--- config.mk ---
export PLATFORM = sky130hd
export DESIGN_NAME = seq_num_alloc_arb
export DESIGN_NICKNAME = d
export VERILOG_FILES = /design/src/rtl/seq_num_alloc_arb.sv
export SDC_FILE = /design/constraint.sdc
export NUM_CORES = 1
export LEC_CHECK = 0
export ABC_CLOCK_PERIOD_IN_PS = 1700
export BUFFER_PORTS_ARGS = -buffer_cell sky130_fd_sc_hd__buf_2
export CORE_UTILIZATION = 40
export DETAILED_ROUTE_END_ITERATION = 7
export GPL_TIMING_DRIVEN = 0
export PLACE_DENSITY = 0.69
export SETUP_SLACK_MARGIN = 0.4
export SLEW_MARGIN = 20
export SYNTH_ARGS = -nofsm -noshare
export SYNTH_HDL_FRONTEND = slang
export SYNTH_SLANG_ARGS = --single-unit
--- constraint.sdc ---
create_clock -name clk -period 1.7 [get_ports clk]
set_input_delay 0.34 -clock clk [delete_from_list [all_inputs] [get_ports clk]]
set_output_delay 0.34 -clock clk [all_outputs]
set_load 0.05 [all_outputs]
--- src/rtl/seq_num_alloc_arb.sv ---
// Round-robin arbiter that shares the sequence-number generator's single allocation
// port among p_num_reqs requesters. A requester can lock the port for a contiguous burst.
module seq_num_alloc_arb #(
    parameter int p_seq_num_bits = 5,
    parameter int p_num_reqs     = 2,
    parameter int p_max_burst    = 4
) (
    input  logic                          clk,
    input  logic                          rst_n,
    input  logic [p_seq_num_bits-1:0]     gen_alloc_seq_num,
    input  logic                          gen_alloc_val,
    output logic                          gen_alloc_rdy,
    input  logic [p_num_reqs-1:0]         req_val,
    input  logic [p_num_reqs-1:0]         req_lock,
    output logic [p_num_reqs-1:0]         req_rdy,
    output logic [p_seq_num_bits-1:0]     req_seq_num,
    input  logic                          squash_val,
    output logic [$clog2(p_num_reqs)-1:0] grant_id,
    output logic                          locked
);

    localparam int IW = $clog2(p_num_reqs);
    localparam int BW = $clog2(p_max_burst + 1);

    typedef enum logic {IDLE, LOCKED} state_t;

    state_t        state_q;
    logic [IW-1:0] prio_q;
    logic [IW-1:0] owner_q;
    logic [BW-1:0] burst_q;

    logic          gnt_any;
    logic [IW-1:0] gnt_idx;
    logic          xfer;

    function automatic logic [IW-1:0] wrap_inc(input logic [IW-1:0] id);
        return (id == IW'(p_num_reqs - 1)) ? '0 : id + 1'b1;
    endfunction

    // Candidate selection: owner only while locked, else a cyclic search from prio_q.
    // Iterating the offset downwards leaves the nearest requester as the winner.
    always_comb begin
        int idx;
        idx     = 0;
        gnt_any = 1'b0;
        gnt_idx = '0;
        if (state_q == LOCKED) begin
            if (req_val[owner_q]) begin
                gnt_any = 1'b1;
                gnt_idx = owner_q;
            end
        end else begin
            for (int k = p_num_reqs - 1; k >= 0; k--) begin
                idx = int'(prio_q) + k;
                if (idx >= p_num_reqs) idx = idx - p_num_reqs;
                if (req_val[idx]) begin
                    gnt_any = 1'b1;
                    gnt_idx = IW'(idx);
                end
            end
        end
    end

    // rst_n gates the handshake so the grant drops the instant reset is asserted.
    assign xfer = gnt_any && gen_alloc_val && !squash_val && rst_n;

    always_comb begin
        req_rdy = '0;
        for (int i = 0; i < p_num_reqs; i++)
            req_rdy[i] = xfer && (gnt_idx == IW'(i));
    end

    assign gen_alloc_rdy = xfer;
    assign req_seq_num   = gen_alloc_seq_num;
    assign locked        = (state_q == LOCKED);

    always_comb begin
        if (xfer)                  grant_id = gnt_idx;
        else if (state_q == LOCKED) grant_id = owner_q;
        else                       grant_id = prio_q;
    end

    always_ff @(posedge clk or negedge rst_n) begin
        if (!rst_n) begin
            state_q <= IDLE;
            prio_q  <= '0;
            owner_q <= '0;
            burst_q <= '0;
        end else if (squash_val) begin
            state_q <= IDLE;
            burst_q <= '0;
        end else begin
            case (state_q)
                IDLE: begin
                    if (xfer) begin
                        if (req_lock[gnt_idx] && (p_max_burst > 1)) begin
                            state_q <= LOCKED;
                            owner_q <= gnt_idx;
                            burst_q <= BW'(1);
                        end else begin
                            prio_q <= wrap_inc(gnt_idx);
                        end
                    end
                end
                LOCKED: begin
                    // A lock release and a final transfer share the same exit path.
                    if (!req_lock[owner_q] || (xfer && (burst_q + 1'b1 == BW'(p_max_burst)))) begin
                        state_q <= IDLE;
                        prio_q  <= wrap_inc(owner_q);
                        burst_q <= '0;
                    end else if (xfer) begin
                        burst_q <= burst_q + 1'b1;
                    end
                end
                default: state_q <= IDLE;
            endcase
        end
    end

endmodule

# Word level (Yosys, flattened, before mapping)
# Cells that the tools add are included.
# word_totals
ff_bits,6
latch_bits,0
mem_bits_rw,0
mem_bits_ro,0
in_bits,13
out_inout_bits,10
elab_cells,81
memories,0
# classes
n_addsub,6
n_mul,0
div,0
magnitude_cmp,6
n_eq_ne,7
shift,0
n_mux,43
bitwise,3
reduce_logical,12
# op_table
op,n
2-to-1 mux 32 bit,4
"< comparator 32 x 3 -> 1 bit, second input constant",2
2-to-1 mux 1 bit,31
2-to-1 mux 3 bit,5
AND reduction 4 bit,2
logical AND 1 bit,6
"inequality test 3 bit, second input constant",2
one-hot mux 3 bit (2 select lines),1
"< comparator 1 x 2 -> 1 bit, second input constant",2
"inequality test 2 bit, second input constant",2
"inequality test 4 x 2 -> 1 bit, second input constant",1
one-hot mux 1 bit (2 select lines),2
"adder 3 x 1 -> 3 bit, second input constant",1
"equality test 3 bit, second input constant",1
inverter 1 bit,3
AND reduction 3 bit,1
"subtractor 1 x 2 -> 3 bit, second input constant",1
"subtractor 2 x 2 -> 3 bit, second input constant",1
"adder 1 bit, second input constant",2
"adder 1 x 1 -> 2 bit, second input constant",1
"greater-or-equal comparator 1 x 2 -> 1 bit, second input constant",1
"greater-or-equal comparator 2 bit, second input constant",1
zero test 1 bit,2
"inequality test 2 x 1 -> 1 bit, second input constant",1
logical OR 1 bit,1

# Logic depth before layout (Yosys ltp)
# logic_depth
ltp_word,18
mapped_depth,8
depth_no_buf,6

# Worst setup path after synthesis
# Ideal clock, no wire load.
# synth_timing
kind,register -> output
startpoint,"reg state_q, in the netlist locked"
endpoint,out grant_id
arrival_time_ps,2761
slack_ps,-1401
path_stages_with_launch,5
cell_sequence,dfrtp_1 -> buf_2 -> o211ai_1 -> nor3_1 -> o21bai_1
# synth_between
elab_chain_len,5
elab_cells_between_ends,7
# synth_rtl
element,line,source
from (decl),27,state_t state_q;
from (signal assigned),85,state_q <= IDLE;
from (signal assigned),90,state_q <= IDLE;
from (signal assigned),97,state_q <= LOCKED;
2-to-1 mux 1 bit,47,if (state_q == LOCKED) begin
logical AND 1 bit (3 in a row),65,assign xfer = gnt_any && gen_alloc_val && !squash_val && rst_n;
2-to-1 mux 1 bit *,78,if (xfer) grant_id = gnt_idx;
to (decl),18,"output logic [$clog2(p_num_reqs)-1:0] grant_id,"
# Every way passes the cells marked *; elsewhere a longest branch is shown, timed or not.

# Final worst setup path
# layout_timing
startpoint,reg owner_q
endpoint,out req_rdy[0]
# layout_between
elab_chain_len,8
elab_cells_between_ends,11
# layout_rtl
element,line,source
from (decl),29,logic [IW-1:0] owner_q;
from (signal assigned),98,owner_q <= gnt_idx;
2-to-1 mux 1 bit (not written as such) (2 in a row),48,if (req_val[owner_q]) begin
2-to-1 mux 1 bit,48,
2-to-1 mux 1 bit,47,
logical AND 1 bit (3 in a row),65,
logical AND 1 bit *,70,req_rdy[i] = xfer && (gnt_idx == IW'(i));
to (decl),15,"output logic [p_num_reqs-1:0] req_rdy,"
# Every way passes the cells marked *; elsewhere a longest branch is shown, timed or not. The select of a mux whose other input is x is not followed.

==> metrics.md <==
| Metric | Value |
|---|---|
| Total clock buffers created by CTS | 3 |
| Highest clock rate | 457 MHz |
| Worst setup slack after placement | -0.484 ns |
| Endpoint arrival time on the critical path | 1.85 ns |
| Switching power share of the total | 0.360 |
| Routed len/inst | 12.5 um |
| Critical path buffer and inverter count | 3 |
| Area Overhead vs Synth | 80.2% |
| Post-route clock period utilization | 1.29 |
| Number of detailed-routing iterations run before antenna repair | 4 |
| Initial core utilization | 0.458 |
| Cells traversed along the worst timing path | and3b_1 > or3_1 > or2_1 > buf_6 > clkinv_8 > and2_4 > buf_8 |
| H-tree level count | 1 |
| R2R Path Start | owner_q$_DFFE_PN0P_ |
| Critical path type | reg -> out |
| Nets@finish | 113 |
| Ranking of synthesized cells by area | sky130_fd_sc_hd__dfrtp_1, sky130_fd_sc_hd__mux2i_1, sky130_fd_sc_hd__buf_4 |
| Critical path fanouts, max | 4 |
| Logic depth of the worst register-to-register path | 10 |
| Fraction of layout instances using a drive strength above 1 | 0.598 |
| DR DRC count | 0 |
| Sequential fraction of design power | 0.277 |
| Violated checks | negative setup slack |
| Cell Area, Placed | 689 sq um |
| Clk slew on worst S/H paths | 0.05 ns |
| Number of instances in the synthesized netlist | 61 |
| Data required time at the worst endpoint | 1.36 ns |
| Layout Skew | 0.00693 ns |
| Final weighted congestion in routability-driven placement | 0.808 |
| Hold path startpoint | squash_val |
| Slew at the pin closest to its max-slew limit | 0.449 ns |
| Outcome | finished with violations |
| Biggest area consumer among synthesized cells | sky130_fd_sc_hd__dfrtp_1 |
| Number of DRC markers in iteration 0 | 6 |
| Ant diodes | 0 |
| Most frequent cells after synthesis | sky130_fd_sc_hd__dfrtp_1, sky130_fd_sc_hd__nor3_1, sky130_fd_sc_hd__buf_4 |
| Full die area | 1490 sq um |
| Buffers from clock root to sink, at most | 2 |
| Clock root buffer | sky130_fd_sc_hd__clkbuf_4 |
| Power density over the cells | 674 nW/um^2 |
| Critical path's top delay family | simple AND/OR/NAND/NOR gates |
| Endpoint with the worst hold slack | burst_q[0]$_DFFE_PN0P_ |
| Final critical-path required period | 2.19 ns |
| Reg2reg end | prio_q$_DFFE_PN0P_ |
| HPWL reported at the end of detailed placement | 935 um |
| Total standard cell area after synthesis | 537 sq um |
| Max-capacitance violation count | 0 |
| Die outline width | 38.6 um |
| Post-detailed-route count of antenna-violating nets | 0 |
| Post-Syn Nets | 76 |
| Aggregate negative setup slack | -3.81 ns |
| Finished Cell Area | 967 sq um |
| Slew margin rel. | 0.695 |
| Clock tree from TritonCTS | built |
| Core Area | 1170 sq um |
| Internal portion of total power | 417 uW |
| Input/output buffers | 17 |
| Clock Latency Late Sink | 0.23 ns |
| Maximum number of pins on one net before global-route repair | 11 |
| Clock group share of total power | 0.200 |
| Total number of vias | 576 |
| Height of the die | 38.6 um |
| Count of different cell masters after synthesis | 32 |
| Setup slack after layout | -0.488 ns |
| Final number of max-transition violations | 0 |
| Sort of element at the start of the critical path | flip-flop |
| Via count of the first global-routing pass | 544 |
| Register area share after synthesis | 0.280 |
| Critical path's slowest cell | sky130_fd_sc_hd__dfrtp_2 |
| Dominant synthesized flop cell | sky130_fd_sc_hd__dfrtp_1 |
| Type of destination of the critical path | primary output |
| Setup repair after global routing missed its margin | true |
| Async set-or-reset flop fraction in the synthesized netlist | 1.00 |
| LEAKAGE | 0.000459 uW |
| Routed WL | 1.38 mm |
| FF-to-FF setup slack | -0.45 ns |
| Wire length of the first global-routing pass | 2.26 mm |
| Largest stage delay on the critical path | 0.41 ns |
| Cell count of the worst hold path | 2 |
| Combined global-route utilization of all metal layers | 0.216 |
| Core utilization of the finished layout | 0.826 |
| Number of top-level design ports | 23 |
| Routed via count divided by cell count | 5.19 |
| Number of antenna violations at the first check in global routing | 0 |
| Mean post-synth cell area | 8.80 sq um |
| Yosys warns | 0 |
| Combinational group share of total power | 0.523 |
| Setup-failing EPs final | 10 |
| EDFF count, synth | 0 |
| Sink Count | 6 |
| Filler cell count | 72 |
| Leftover overflow at the end of global routing | 0 |
| Number of register bits inferred by synthesis | 6 |
| Sw Pwr | 235 uW |
| Peak supply drop | 0.000625 V |
| Hold Violations, Final | 0 |
| Type of the most critical hold path | in -> reg |
| Share of Yosys cell area claimed by the top area cell type | 0.280 |
| Core Rows | 12 |
power by group through the flow:
stage	registers, uW	clock network [uW]	logic (uW)
floorplan	183	0	181
global placement	187	0	224
detailed placement	188	0	227
CTS	179	136	328
global route	183	141	363
finish	181	131	341
cell usage in the layout, fill, tap and decap left out, types with 2 or more instances in the layout:
cell type,netlist,routed
sky130_fd_sc_hd__dfrtp_2,0,2
sky130_fd_sc_hd__buf_6,1,8
sky130_fd_sc_hd__mux2i_1,4,3
sky130_fd_sc_hd__nor2b_1,2,2
sky130_fd_sc_hd__nor2_1,2,2
sky130_fd_sc_hd__buf_2,1,12
sky130_fd_sc_hd__o21a_1,2,2
sky130_fd_sc_hd__dfrtp_1,6,4
sky130_fd_sc_hd__ha_1,2,2
sky130_fd_sc_hd__inv_1,3,3
sky130_fd_sc_hd__nor3_1,6,4
sky130_fd_sc_hd__buf_8,0,3
sky130_fd_sc_hd__buf_4,5,14
sky130_fd_sc_hd__a211o_1,2,2
sky130_fd_sc_hd__clkbuf_4,0,3
metrics by stage:
step	total power (uW)	hold slack [ns]	cells
detailed placement	416	0.172	92
floorplan	364	0.0444	61
finish	652	0.443	111
global placement	412	0.169	92
CTS	643	0.422	109
global route	687	0.460	111
sequential cells by signal, indices dropped and copies added (netlist names):
| register | cells |
|---|---|
| burst_q | 3 |
| locked | 1 |
| owner_q | 1 |
| prio_q | 1 |
worst max-delay path by stage:
| stage | startpoint | endpoint | slack [ns] | cells after the start |
|---|---|---|---|---|
| 5_1_grt | owner_q$_DFFE_PN0P_ | req_rdy[0] | -0.55 | 7 |
| 6_report | owner_q$_DFFE_PN0P_ | req_rdy[0] | -0.49 | 7 |
| 2_1_floorplan | locked$_DFF_PN0_ | grant_id | -0.39 | 5 |
| 3_5_place_dp | rst_n | req_rdy[0] | -0.48 | 8 |
| 3_3_place_gp | rst_n | req_rdy[0] | -0.48 | 8 |
| 4_1_cts | owner_q$_DFFE_PN0P_ | req_rdy[0] | -0.46 | 7 |
cell type report:
| cell class | instances | area (sq um) | share of cell area |
|---|---|---|---|
| multi-input cells | 44 | 413 | 0.427 |
| clock buffers | 4 | 26.3 | 0.0272 |
| repair buffers | 32 | 267 | 0.276 |
| plain buffers | 7 | 63.8 | 0.0660 |
| well taps | 14 | 17.5 | 0.0181 |
| flip-flops and latches | 6 | 153 | 0.158 |
| inverters | 4 | 27.5 | 0.0285 |
routing by layer:
layer  share of wire  up-vias  GRT usage
li1                -      292          -
met1            0.44      266      0.288
met2            0.52       18      0.371
met3           0.039        0     0.0116
met4               0        0     0.0690
met5               0        -          0
cells by family after synthesis:
family                   after synthesis  share of synthesized area
multiplexers                           5                     0.0956
adder cells (fa/ha/maj)                2                     0.0466
AND/OR/NAND/NOR                       22                      0.242
buffers and inverters                 11                      0.138
AO/OA/AOI/OAI                         15                      0.198
flip-flops                             6                      0.280
timing repair:
action                                 CTS  global route
endpoints found under the hold margin    6             0
pin swaps                                6             3
setup endpoints to repair               10            11
resized for setup                       24            10
setup buffers                           12             2
hold buffers                             1             0
worst register-to-register path, stage by stage (launching register included):
cell and delay, ns:
sky130_fd_sc_hd__dfrtp_2 0.41, sky130_fd_sc_hd__and3b_1 0.20, sky130_fd_sc_hd__or3_1 0.33, sky130_fd_sc_hd__or2_1 0.23
sky130_fd_sc_hd__buf_6 0.13, sky130_fd_sc_hd__clkinv_8 0.05, sky130_fd_sc_hd__buf_4 0.09, sky130_fd_sc_hd__buf_6 0.08
sky130_fd_sc_hd__buf_8 0.09, sky130_fd_sc_hd__a32oi_4 0.10, sky130_fd_sc_hd__mux2_4 0.32
Note: power is estimated with default switching activity, not from simulation.
